`config.mk`:
```
export PLATFORM = sky130hd
export DESIGN_NAME = spi_boot_slave
export DESIGN_NICKNAME = d
export VERILOG_FILES = /design/src/rtl/spi_boot_slave.sv
export SDC_FILE = /design/constraint.sdc
export NUM_CORES = 1
export LEC_CHECK = 0
export BUFFER_PORTS_ARGS = -buffer_cell sky130_fd_sc_hd__buf_2
export CAP_MARGIN = 30
export CORE_MARGIN = 1.5
export CORE_UTILIZATION = 31
export CTS_BUF_LIST = sky130_fd_sc_hd__clkbuf_4 sky130_fd_sc_hd__clkbuf_8
export DETAILED_ROUTE_END_ITERATION = 10
export GPL_TIMING_DRIVEN = 0
export HOLD_SLACK_MARGIN = 0.08
export PLACE_DENSITY = 0.56
export SYNTH_ARGS = -nofsm -noshare
export SYNTH_HDL_FRONTEND = slang
export SYNTH_SLANG_ARGS = --single-unit
```
`constraint.sdc`:
```
create_clock -name clk -period 4 [get_ports clk]
set_input_delay 0.2 -clock clk [delete_from_list [all_inputs] [get_ports clk]]
set_output_delay 0.2 -clock clk [all_outputs]
set_load 0.02 [all_outputs]
```
`src/rtl/spi_boot_slave.sv`:
```
// SPI mode-0 boot-image server: decodes READ (0x03) / READ-ID (0x9F) and streams bytes MSB first.
// spi_clk/mosi/ss cross into clk via 2-flop syncs; miso updates within 4 clk of the fall; no backpressure.
module spi_boot_slave #(
    parameter int unsigned ADDR_WIDTH = 16,
    parameter logic [7:0]  ID_BYTE    = 8'hA5
) (
    input  logic                  clk,
    input  logic                  reset,
    input  logic                  spi_clk,
    input  logic                  mosi,
    input  logic                  ss,
    output logic                  miso,
    output logic                  mem_rd,
    output logic [ADDR_WIDTH-1:0] mem_addr,
    input  logic [7:0]            mem_rdata,
    output logic                  active,
    output logic                  cmd_err
);

    localparam logic [ADDR_WIDTH-1:0] ADDR_ONE = ADDR_WIDTH'(1);

    typedef enum logic [2:0] {
        S_IDLE,
        S_CMD,
        S_ADDR,
        S_FIRST,
        S_DATA,
        S_ID,
        S_IGNORE
    } state_t;

    logic [2:0]            sclk_q;
    logic [1:0]            mosi_q;
    logic [1:0]            ss_q;
    state_t                state_q, state_d;
    logic [4:0]            bit_cnt_q, bit_cnt_d;
    logic [6:0]            cmd_q, cmd_d;
    logic [ADDR_WIDTH-2:0] addr_q, addr_d;
    logic [7:0]            tx_q, tx_d;
    logic [7:0]            pf_q, pf_d;
    logic                  miso_q, miso_d;
    logic                  mem_rd_q, mem_rd_d;
    logic [ADDR_WIDTH-1:0] mem_addr_q, mem_addr_d;
    logic                  cmd_err_q, cmd_err_d;
    logic                  rd_vld_q;

    logic                  rise, fall, mosi_s, ss_s;
    logic [7:0]            cmd_next;
    logic [ADDR_WIDTH-1:0] addr_next;

    assign rise      = sclk_q[1] & ~sclk_q[2];
    assign fall      = ~sclk_q[1] & sclk_q[2];
    assign mosi_s    = mosi_q[1];
    assign ss_s      = ss_q[1];
    assign cmd_next  = {cmd_q, mosi_s};
    assign addr_next = {addr_q, mosi_s};

    // ss sync resets high so active and the FSM stay quiet coming out of reset.
    always_ff @(posedge clk or negedge reset) begin
        if (!reset) begin
            sclk_q <= 3'b000;
            mosi_q <= 2'b00;
            ss_q   <= 2'b11;
        end else begin
            sclk_q <= {sclk_q[1:0], spi_clk};
            mosi_q <= {mosi_q[0], mosi};
            ss_q   <= {ss_q[0], ss};
        end
    end

    always_ff @(posedge clk or negedge reset) begin
        if (!reset) begin
            state_q    <= S_IDLE;
            bit_cnt_q  <= '0;
            cmd_q      <= '0;
            addr_q     <= '0;
            tx_q       <= '0;
            pf_q       <= '0;
            miso_q     <= 1'b0;
            mem_rd_q   <= 1'b0;
            mem_addr_q <= '0;
            cmd_err_q  <= 1'b0;
            rd_vld_q   <= 1'b0;
        end else begin
            state_q    <= state_d;
            bit_cnt_q  <= bit_cnt_d;
            cmd_q      <= cmd_d;
            addr_q     <= addr_d;
            tx_q       <= tx_d;
            pf_q       <= pf_d;
            miso_q     <= miso_d;
            mem_rd_q   <= mem_rd_d;
            mem_addr_q <= mem_addr_d;
            cmd_err_q  <= cmd_err_d;
            rd_vld_q   <= mem_rd_q;
        end
    end

    always_comb begin
        state_d    = state_q;
        bit_cnt_d  = bit_cnt_q;
        cmd_d      = cmd_q;
        addr_d     = addr_q;
        tx_d       = tx_q;
        pf_d       = pf_q;
        miso_d     = miso_q;
        mem_rd_d   = 1'b0;
        mem_addr_d = mem_addr_q;
        cmd_err_d  = 1'b0;

        // Deselect wins over any edge seen in the same cycle.
        if (ss_s) begin
            state_d   = S_IDLE;
            bit_cnt_d = '0;
            cmd_d     = '0;
            addr_d    = '0;
            tx_d      = '0;
            pf_d      = '0;
            miso_d    = 1'b0;
        end else begin
            unique case (state_q)
                S_IDLE: begin
                    state_d   = S_CMD;
                    bit_cnt_d = '0;
                    miso_d    = 1'b0;
                end
                S_CMD: begin
                    if (rise) begin
                        cmd_d     = cmd_next[6:0];
                        bit_cnt_d = bit_cnt_q + 5'd1;
                        if (bit_cnt_q == 5'd7) begin
                            bit_cnt_d = '0;
                            case (cmd_next)
                                8'h03:   state_d = S_ADDR;
                                8'h9F: begin
                                    state_d = S_ID;
                                    tx_d    = ID_BYTE;
                                end
                                default: begin
                                    state_d   = S_IGNORE;
                                    cmd_err_d = 1'b1;
                                end
                            endcase
                        end
                    end
                end
                S_ADDR: begin
                    if (rise) begin
                        addr_d    = addr_next[ADDR_WIDTH-2:0];
                        bit_cnt_d = bit_cnt_q + 5'd1;
                        if (bit_cnt_q == 5'd23) begin
                            bit_cnt_d  = '0;
                            mem_rd_d   = 1'b1;
                            mem_addr_d = addr_next;
                            state_d    = S_FIRST;
                        end
                    end
                end
                S_FIRST: begin
                    // First byte lands here; the prefetch of the next byte goes out at once.
                    if (rd_vld_q) begin
                        tx_d       = mem_rdata;
                        mem_rd_d   = 1'b1;
                        mem_addr_d = mem_addr_q + ADDR_ONE;
                        state_d    = S_DATA;
                    end
                end
                S_DATA: begin
                    if (rd_vld_q) begin
                        pf_d = mem_rdata;
                    end
                    if (fall) begin
                        miso_d    = tx_q[7];
                        tx_d      = {tx_q[6:0], 1'b0};
                        bit_cnt_d = bit_cnt_q + 5'd1;
                        if (bit_cnt_q == 5'd7) begin
                            bit_cnt_d  = '0;
                            tx_d       = pf_q;
                            mem_rd_d   = 1'b1;
                            mem_addr_d = mem_addr_q + ADDR_ONE;
                        end
                    end
                end
                S_ID: begin
                    if (fall) begin
                        miso_d    = tx_q[7];
                        tx_d      = {tx_q[6:0], 1'b0};
                        bit_cnt_d = bit_cnt_q + 5'd1;
                        if (bit_cnt_q == 5'd7) begin
                            bit_cnt_d = '0;
                            tx_d      = ID_BYTE;
                        end
                    end
                end
                S_IGNORE: begin
                    miso_d = 1'b0;
                end
                default: begin
                    state_d = S_IDLE;
                end
            endcase
        end
    end

    assign miso     = miso_q;
    assign mem_rd   = mem_rd_q;
    assign mem_addr = mem_addr_q;
    assign active   = ~ss_s;
    assign cmd_err  = cmd_err_q;

endmodule

```
==> flow_summary.toml, run 1 <==
[power]
max-vdd-ir-drop_v = 0.000199
pwr_density_cell_nw_per_um2 = 491
p_leak_uw = 0.00189
report.power.total_uw = 2160

[synthesis]
post_synth_inst_count = 400
synth_nets = 415
yosysWarningCount = 0
number_of_enable_flip_flop_cells_after_synthesis = 0
post_synthesis_sequential_area_ratio = 0.480
ff_latch_count_synth = 73
synth_cell_types = 69
async_flop_share = 1.00
synth_flop_cell = "sky130_fd_sc_hd__dfrtp_1"
avgSynthCellArea_sq_um = 9.52
post_synth_instance_area_sq_um = 3810

[timing]
rsz0062_at_grt = "no"
finalSetupViolCount = 0
finClkSkew_ps = 8.92
timing_worst_slew_pin_value_ps = 635
setup_tns_ps = 0
relSlewSlack = 0.573
finalHoldViolCount = 0
fin_crit_ps = 2040
clock.fmax_mhz = 491
slew_violations = 0
fin_crit_sh = 0.509
hold_slack_ps = 102

[flow_run]
drv_cap = 0

[final_layout]
final_core_utilization = 0.366
commonest_cells_after_routing_fill_and_taps_aside = "sky130_fd_sc_hd__dfrtp_1 (71), sky130_fd_sc_hd__nand2_1 (64), sky130_fd_sc_hd__buf_2 (43)"
synthesis_to_finish_area_growth_pct = 15.4
final_layout_size_suffix_gt1_frac = 0.216
diodes = 0
fin_nets = 463
final_common_cell = "sky130_fd_sc_hd__dfrtp_1"
non_filler_instance_count_after_layout = 600

[grt]
pin_count_of_the_biggest_net_entering_global_routing = 62
top_usage_layer = "met2"
number_of_global_route_vias_before_repair = 3082
grt_util_met2 = 0.229
globalRouteMet3Util = 0.0345
grt_overflow_total = 0
use_met1 = 0.213
grt_first_pass_wirelength_microns = 15600
antenna_violations_before_repair = 0
grt_usage = 0.152

[clock_network]
tritoncts_num_sinks = 73
max-clock-path-buffers = 2
cts.reportedPaths.clkPinSlew_ps = 80
cts_max_level = 3
clock_latency_ps = 360
tritoncts = "done"
buffers_inserted_by_post_cts_timing_repair = 0
root_buffer = "sky130_fd_sc_hd__clkbuf_8"
numCtsBuffers = 9

[critical_path]
path_max_fanout = 10
cp_data_required_time_ps = 4240
setup.worst_path.start = "bit_cnt_q[0]"
critical_path_class = "register to register"
r2r_start = "bit_cnt_q[0]"
cp-start-kind = "register"
worstPathCellList = "ha_1 -> nand4bb_1 -> buf_2 -> nor2_1 -> o221ai_2 -> mux2_2"
largest_stage_delay_on_the_critical_path_ps = 410
timing.critical_path.arrival_ps = 2280
critPathCaptureType = "register"
slowest_stage = "sky130_fd_sc_hd__dfrtp_1"

[floorplan]
floorplan.rows = 40
dieHeight_microns = 114
floorplan.io_pins = 33
initial_core_utilization = 0.317
design.die.area_sq_um = 13000
die_boundary_width_microns = 114
core_box_area_sq_um = 12000

[detailed_routing]
drt-vias-per-instance = 5.26
first_iter_violations = 207
detailroute.via_count = 3158
avgRoutedWirePerCell_microns = 15.3
routed_wirelength_microns = 9160
drcViolationCount = 0
dr.pass1.iters = 4
ant_nets = 0

[outcome]
run_status = "complete, no violations"

[placement]
gpl.final_weighted_congestion = 0.855
dp.final_hpwl_microns = 6400
port_buffers = 32
dp_cells = 580

[hold_path]
hold_startpoint = "mem_rdata[5]"
hp-class = "input port to register"
where the power goes:
group          leakage [uW]  switching, uW  internal (uW)
combinational      0.000816            476            309
sequential         0.000982           43.1            800
clock             0.0000911            279            251
through the flow:
step / worst slack [ps] / cell area, sq um
after detailed placement: 2000 / 4180
after floorplan: 2200 / 3810
after global placement: 2030 / 4150
after global routing: 1860 / 4390
after CTS: 1980 / 4390
final: 1960 / 4390
final timing paths:
kind                       slack, ps  depth (start not counted)         end
max                             1960                          6  state_q[0]
min                              100                          3     pf_q[5]
max reg2reg                     1960                          6  state_q[0]
min reg2reg                      350                          0   mosi_q[1]
max in group asynchronous       3170                          3     ss_q[1]
min in group asynchronous        240                          2     pf_q[4]
critical path: cells and delay by family (launching register included):
family	cells	cell delay, ps
compound gates	1	230
fa+ha+maj	1	280
buf+inv	1	280
flops	1	410
mux	1	370
simple gates	2	350
routing by layer:
metal | up-vias | share of wire
met4 | 0 | 0.020
met3 | 15 | 0.048
met2 | 80 | 0.44
met1 | 1516 | 0.49
li1 | 1547 | -
met5 | - | 0
registers in the layout, indices dropped and copies added (netlist names):
| register | count |
|---|---|
| tx_q | 8 |
| miso | 1 |
| mem_addr | 16 |
| cmd_err | 1 |
| pf_q | 8 |
| bit_cnt_q | 5 |
| mosi_q | 2 |
| mem_rd | 1 |
| state_q | 3 |
| addr_q | 15 |
| cmd_q | 7 |
| ss_q | 2 |
| sclk_q | 3 |
| rd_vld_q | 1 |
repair_timing:
item,in CTS,in global routing
hold buffers,4,0
hold endpoints to repair,74,0
gates resized for setup,0,0
setup endpoints to repair,0,0
kinds of logic after synthesis:
| logic type | share of synthesized area |
|---|---|
| AOI/OAI and AO/OA | 0.202 |
| adders and majority gates | 0.00953 |
| buffers and inverters | 0.0401 |
| DFF | 0.480 |
| muxes | 0.0562 |
| and+or+nand+nor | 0.212 |
cell usage after synthesis (3+ instances only):
master,number,area (sq um)
sky130_fd_sc_hd__nor2b_1,3,18.8
sky130_fd_sc_hd__mux2i_1,9,90.1
sky130_fd_sc_hd__o22a_1,6,52.6
sky130_fd_sc_hd__o22ai_1,7,43.8
sky130_fd_sc_hd__nand3_1,9,45.0
sky130_fd_sc_hd__nor3_1,4,20.0
sky130_fd_sc_hd__o21ai_0,22,110
sky130_fd_sc_hd__nand2_1,64,240
sky130_fd_sc_hd__mux2_2,8,90.1
sky130_fd_sc_hd__nor4_1,3,18.8
sky130_fd_sc_hd__nand4_1,5,31.3
sky130_fd_sc_hd__a31oi_1,4,25.0
sky130_fd_sc_hd__mux2_1,3,33.8
sky130_fd_sc_hd__a2bb2oi_1,4,35.0
sky130_fd_sc_hd__nor3b_1,5,37.5
sky130_fd_sc_hd__nor2_1,38,143
sky130_fd_sc_hd__o21ai_1,4,20.0
sky130_fd_sc_hd__a211oi_1,4,30.0
sky130_fd_sc_hd__clkbuf_1,4,15.0
sky130_fd_sc_hd__buf_4,3,22.5
sky130_fd_sc_hd__a21oi_1,42,210
sky130_fd_sc_hd__or3_1,5,31.3
sky130_fd_sc_hd__inv_1,4,15.0
sky130_fd_sc_hd__dfrtp_1,71,1780
sky130_fd_sc_hd__buf_2,12,60.1
cell type report:
| type | count | area, sq um |
|---|---|---|
| buffer | 23 | 128 |
| clock buffer | 13 | 154 |
| clock inverter | 3 | 17.5 |
| fill | 1241 | 7620 |
| inverter | 6 | 25.0 |
| multi-input combinational | 298 | 1830 |
| sequential | 73 | 1830 |
| tap | 147 | 184 |
| timing repair buffer | 37 | 230 |
(Power assumes the default switching activity.)
==> run 2: changes to the inputs <==
==> constraint.sdc (replaced) <==
create_clock -name clk -period 2.1 [get_ports clk]
set_input_delay 0.105 -clock clk [delete_from_list [all_inputs] [get_ports clk]]
set_output_delay 0.105 -clock clk [all_outputs]
set_load 0.02 [all_outputs]
==> flow_summary.toml, run 2 (same netlist as run 1, synthesis figures left out) <==
[power]
pwr_density_cell_nw_per_um2 = 920
max-vdd-ir-drop_v = 0.000379
p_leak_uw = 0.00193

[floorplan]
floorplan.rows = 40
floorplan.io_pins = 33
core_box_area_sq_um = 12000
design.die.area_sq_um = 13000
dieHeight_microns = 114
die_boundary_width_microns = 114
initial_core_utilization = 0.317

[outcome]
run_status = "complete, no violations"

[placement]
port_buffers = 32
dp_cells = 580
gpl.final_weighted_congestion = 0.855
dp.final_hpwl_microns = 6400

[timing]
slew_violations = 0
clock.fmax_mhz = 502
fin_crit_sh = 0.948
fin_crit_ps = 1990
rsz0062_at_grt = "no"
timing_worst_slew_pin_value_ps = 546
finClkSkew_ps = 8.65
relSlewSlack = 0.633
finalSetupViolCount = 0
setup_tns_ps = 0
finalHoldViolCount = 0

[clock_network]
clock_latency_ps = 360
cts_max_level = 3
tritoncts_num_sinks = 73
cts.reportedPaths.clkPinSlew_ps = 80
max-clock-path-buffers = 2
tritoncts = "done"
root_buffer = "sky130_fd_sc_hd__clkbuf_8"
buffers_inserted_by_post_cts_timing_repair = 0
numCtsBuffers = 9

[critical_path]
cp-start-kind = "register"
setup.worst_path.start = "bit_cnt_q[0]"
r2r_start = "bit_cnt_q[0]"
timing.critical_path.max_delay_family = "simple AND/OR/NAND/NOR gates"
critical_path_class = "register to register"
cp.buffers_inverters = 0
path_max_fanout = 7
largest_stage_delay_on_the_critical_path_ps = 410
critPathCaptureType = "register"
worstPathCellList = "ha_1 -> and4bb_2 -> or3_1 -> a21oi_1 -> a21bo_1 -> a32o_1"
slowest_stage = "sky130_fd_sc_hd__dfrtp_1"
cp_data_required_time_ps = 2400
timing.critical_path.arrival_ps = 2290

[detailed_routing]
drt-vias-per-instance = 5.22
ant_nets = 0
routed_wirelength_microns = 9250
dr.pass1.iters = 5
drcViolationCount = 0
first_iter_violations = 243
avgRoutedWirePerCell_microns = 15.2
detailroute.via_count = 3173

[grt]
antenna_violations_before_repair = 0
grt_overflow_total = 0
pin_count_of_the_biggest_net_entering_global_routing = 62
grt_usage = 0.153
grt_first_pass_wirelength_microns = 15800
number_of_global_route_vias_before_repair = 3117

[final_layout]
fin_nets = 471
synthesis_to_finish_area_growth_pct = 17.8
final_layout_size_suffix_gt1_frac = 0.219
diodes = 0
commonest_cells_after_routing_fill_and_taps_aside = "sky130_fd_sc_hd__dfrtp_1 (71), sky130_fd_sc_hd__nand2_1 (64), sky130_fd_sc_hd__buf_2 (43)"
non_filler_instance_count_after_layout = 608
final_common_cell = "sky130_fd_sc_hd__dfrtp_1"
largest_register_ff_count = 16

[flow_run]
drv_cap = 0

[hold_path]
hp-class = "input port to asynchronous set/reset pin"
==> run 2: cell types whose count changed in the layout (fill, tap and decap cells not counted) <==
cell	previous run	this run
sky130_fd_sc_hd__nand4bb_2	0	1
sky130_fd_sc_hd__nand4bb_1	2	1
sky130_fd_sc_hd__nor4_1	3	2
sky130_fd_sc_hd__nor4_2	1	2
sky130_fd_sc_hd__clkbuf_2	0	1
sky130_fd_sc_hd__dlygate4sd3_1	4	12
sky130_fd_sc_hd__clkbuf_1	4	3
==> run 2: area by class of cell <==
class	count	area (sq um)
sequential	73	1830
timing repair buffer	45	310
multi-input combinational	298	1840
clock inverter	3	17.5
clock buffer	13	154
buffer	23	129
fill	1236	7520
inverter	6	25.0
tap	147	184
==> run 2: what timing repair did <==
| item | 4_1_cts | 5_1_grt |
|---|---|---|
| setup endpoints to repair | 0 | 6 |
| hold endpoints to repair | 82 | 0 |
| hold buffers | 12 | 0 |
| gates resized for setup | 0 | 4 |
==> run 2: per-stage QoR <==
step	instance area (sq um)	power, uW	utilization	setup slack (ps)	hold WS, ps
after floorplan	3810	2760	-	304	-191
after global placement	4150	3090	0.346	129	213
after detailed placement	4180	3110	0.348	103	-25.4
after CTS	4470	4140	0.373	83.4	131
after global routing	4490	4390	0.374	1.66	156
final	4490	4130	0.374	110	141
==> run 2: per-layer routing <==
layer	vias up	track usage	wire length, microns
met5	-	0	0
met4	0	0.0600	166
met3	13	0.0345	462
met2	75	0.231	4100
met1	1529	0.215	4530
li1	1556	-	-
==> run 2: worst paths after layout <==
path                            slack (ps)  depth (start not counted)           end
worst min register to register         350                          0     mosi_q[1]
min in group clk                       350                          0     mosi_q[1]
max in group asynchronous             1380                          3       ss_q[1]
worst max-delay path                   110                          6  bit_cnt_q[3]
worst max register to register         110                          6  bit_cnt_q[3]
worst min-delay path                   140                          2       pf_q[3]
==> run 2: power by group <==
| group | leakage [uW] | total (uW) | switching (uW) | internal (uW) |
|---|---|---|---|---|
| Sequential | 0.000982 | 1610 | 83.6 | 1520 |
| Combinational | 0.000853 | 1510 | 908 | 602 |
| Clock | 0.0000911 | 1010 | 532 | 479 |
| Total | 0.00193 | 4130 | 1520 | 2600 |
==> run 3: changes to the inputs <==
--- a/config.mk
+++ b/config.mk
@@ -5,6 +5,7 @@
 export SDC_FILE = /design/constraint.sdc
 export NUM_CORES = 1
 export LEC_CHECK = 0
+export ABC_AREA = 1
 export BUFFER_PORTS_ARGS = -buffer_cell sky130_fd_sc_hd__buf_2
 export CAP_MARGIN = 30
 export CORE_MARGIN = 1.5
==> flow_summary.toml, run 3 <==
[power]
p_leak_uw = 0.00234
comb_power_share = 0.383
power.share.sequential = 0.376
power.net_switching_uw = 1970
pwr_density_cell_nw_per_um2 = 1010
max-vdd-ir-drop_v = 0.000821
report.power.total_uw = 4830
pwr-share-clk = 0.241
cell_int_power_uw = 2850
switching_share = 0.409

[final_layout]
final_common_cell = "sky130_fd_sc_hd__nand2_1"
synthesis_to_finish_area_growth_pct = 18.5
final_layout_size_suffix_gt1_frac = 0.153
largest_register_ff_count = 16
fin_nets = 603
combined_area_of_the_multi_input_logic_cells_sq_um = 1830
commonest_cells_after_routing_fill_and_taps_aside = "sky130_fd_sc_hd__nand2_1 (144), sky130_fd_sc_hd__nand3_1 (73), sky130_fd_sc_hd__dfrtp_1 (71)"
diodes = 0
n_fill_cell = 1366
regArea_sq_um = 1830

[clock_network]
numCtsBuffers = 9
root_buffer = "sky130_fd_sc_hd__clkbuf_8"
cts.reportedPaths.clkPinSlew_ps = 70
buffers_inserted_by_post_cts_timing_repair = 0
tritoncts_num_sinks = 73
tritoncts = "done"
max-clock-path-buffers = 2
cts_max_level = 3
clock_latency_ps = 360

[synthesis]
synth_most_common_cell = "sky130_fd_sc_hd__nand2_1"
post_synth_simple_gate_area = 0.322
yosysTopAreaCell = "sky130_fd_sc_hd__dfrtp_1"
synth.top_cells.by_area = "sky130_fd_sc_hd__dfrtp_1 (44%), sky130_fd_sc_hd__nand2_1 (13%), sky130_fd_sc_hd__nand3_1 (9.1%), sky130_fd_sc_hd__inv_1 (6.0%), sky130_fd_sc_hd__o21ai_0 (5.1%)"
synth_top_cells_by_count = "sky130_fd_sc_hd__nand2_1 (144), sky130_fd_sc_hd__nand3_1 (73), sky130_fd_sc_hd__dfrtp_1 (71)"
synth_flop_cell = "sky130_fd_sc_hd__dfrtp_1"
muxShareOfSynthArea = 0
ff_latch_count_synth = 73
yosys.area.top_type_share = 0.443
post_synth_instance_area_sq_um = 4020
yosysWarningCount = 0
post_synthesis_sequential_area_ratio = 0.456
synth_top_family_by_area = "simple AND/OR/NAND/NOR gates"
post_synth_inst_count = 531
synth_cell_types = 31
adder_and_majority_gate_portion_of_the_synthesized_area = 0.00623
synth_nets = 546
synthXorXnorAreaFrac = 0.0109
async_flop_share = 1.00
avgSynthCellArea_sq_um = 7.56
number_of_enable_flip_flop_cells_after_synthesis = 0
area_fraction_in_compound_gates_after_synthesis = 0.116

[critical_path]
timing.critical_path.arrival_ps = 1790
critical_path_class = "register to primary output"
critical_path_cell_count = 4
largest_stage_delay_on_the_critical_path_ps = 640
cp_data_required_time_ps = 2000
worstPathCellList = "inv_2 -> buf_2 -> clkbuf_2 -> buf_2"
cpMostUsedCell = "sky130_fd_sc_hd__buf_2"
timing.critical_path.max_delay_family = "buffers and inverters"
cp.buffers_inverters = 4
critPathCaptureType = "primary output"
path_max_fanout = 10
slowest_stage = "sky130_fd_sc_hd__dfstp_2"
cp-start-kind = "register"
ff2ff_path_depth = 9

[timing]
timing_worst_slew_pin_value_ps = 507
relSlewSlack = 0.660
setup_tns_ps = 0
finClkSkew_ps = 5.18
clock.fmax_mhz = 528
rsz0062_at_grt = "no"
slew_violations = 0
fin_crit_ps = 1890
finalSetupViolCount = 0
finalWorstSetupSlack_ps = 207
fin_crit_sh = 0.901
hold_slack_ps = 163
finalHoldViolCount = 0

[floorplan]
floorplan.rows = 41
dieHeight_microns = 117
design.die.area_sq_um = 13600
core_box_area_sq_um = 12600
die_boundary_width_microns = 117
initial_core_utilization = 0.318
floorplan.io_pins = 33

[placement]
dp.final_hpwl_microns = 6900
place_worst_setup_slack_ps = 240
port_buffers = 32
gpl.final_weighted_congestion = 0.876

[grt]
antenna_violations_before_repair = 0
pin_count_of_the_biggest_net_entering_global_routing = 56
grt_overflow_total = 0
number_of_global_route_vias_before_repair = 3415
grt_usage = 0.155
grt_first_pass_wirelength_microns = 16300

[detailed_routing]
first_iter_violations = 231
drt-vias-per-instance = 4.67
avgRoutedWirePerCell_microns = 12.4
dr.pass1.iters = 4
ant_nets = 0
drcViolationCount = 0
routed_wirelength_microns = 9480
detailroute.via_count = 3573

[flow_run]
drv_cap = 0

[outcome]
run_status = "complete, no violations"

[hold_path]
hp-class = "input port to asynchronous set/reset pin"
## run 3: routing by layer
metal	global-route usage	share of wire
met5	0	0
met4	0.0643	0.021
met1	0.203	0.48
met2	0.243	0.46
met3	0.0412	0.036
## run 3: power by group through the flow
| stage | Clock, uW | Sequential (uW) | Combinational, uW |
|---|---|---|---|
| 2_1_floorplan | 0 | 1910 | 1260 |
| 3_3_place_gp | 0 | 1840 | 1810 |
| 3_5_place_dp | 0 | 1840 | 1840 |
| 4_1_cts | 1220 | 1820 | 1860 |
| 5_1_grt | 1280 | 1850 | 2100 |
| 6_report | 1170 | 1820 | 1850 |
## run 3: kinds of logic after synthesis
kind of cell / count (synthesis)
buf+inv: 83
xor+xnor: 5
simple gates: 282
compound gates: 86
flops: 73
fa+ha+maj: 2
## run 3: what timing repair did
action,CTS,global route
hold buffers,12,0
hold endpoints to repair,84,0
endpoints found under the setup margin,0,1
resized for setup,0,1
## run 3: stage by stage
stage / instances / cell area, sq um / utilization
2_1_floorplan: 531 / 4020 / -
3_3_place_gp: 735 / 4390 / 0.348
3_5_place_dp: 737 / 4430 / 0.351
4_1_cts: 765 / 4760 / 0.377
5_1_grt: 765 / 4760 / 0.377
6_report: 765 / 4760 / 0.377
## run 3: cell type report
type,instances,share of cell area
timing repair buffer,46,0.0663
buffer,15,0.0221
tap,172,0.0452
clock inverter,4,0.0108
inverter,68,0.0539
sequential,73,0.385
clock buffer,12,0.0334
multi-input combinational,375,0.384
## run 3: path summary, 6_finish.rpt
path	end	slack (ps)	start
max in group asynchronous	addr_q[10]	1380	reset
setup reg to reg	tx_q[0]	210	bit_cnt_q[0]
setup / recovery	active	210	ss_q[1]
hold / removal	tx_q[5]	160	reset
hold reg to reg	mosi_q[1]	350	mosi_q[0]
min in group clk	mosi_q[1]	350	mosi_q[0]
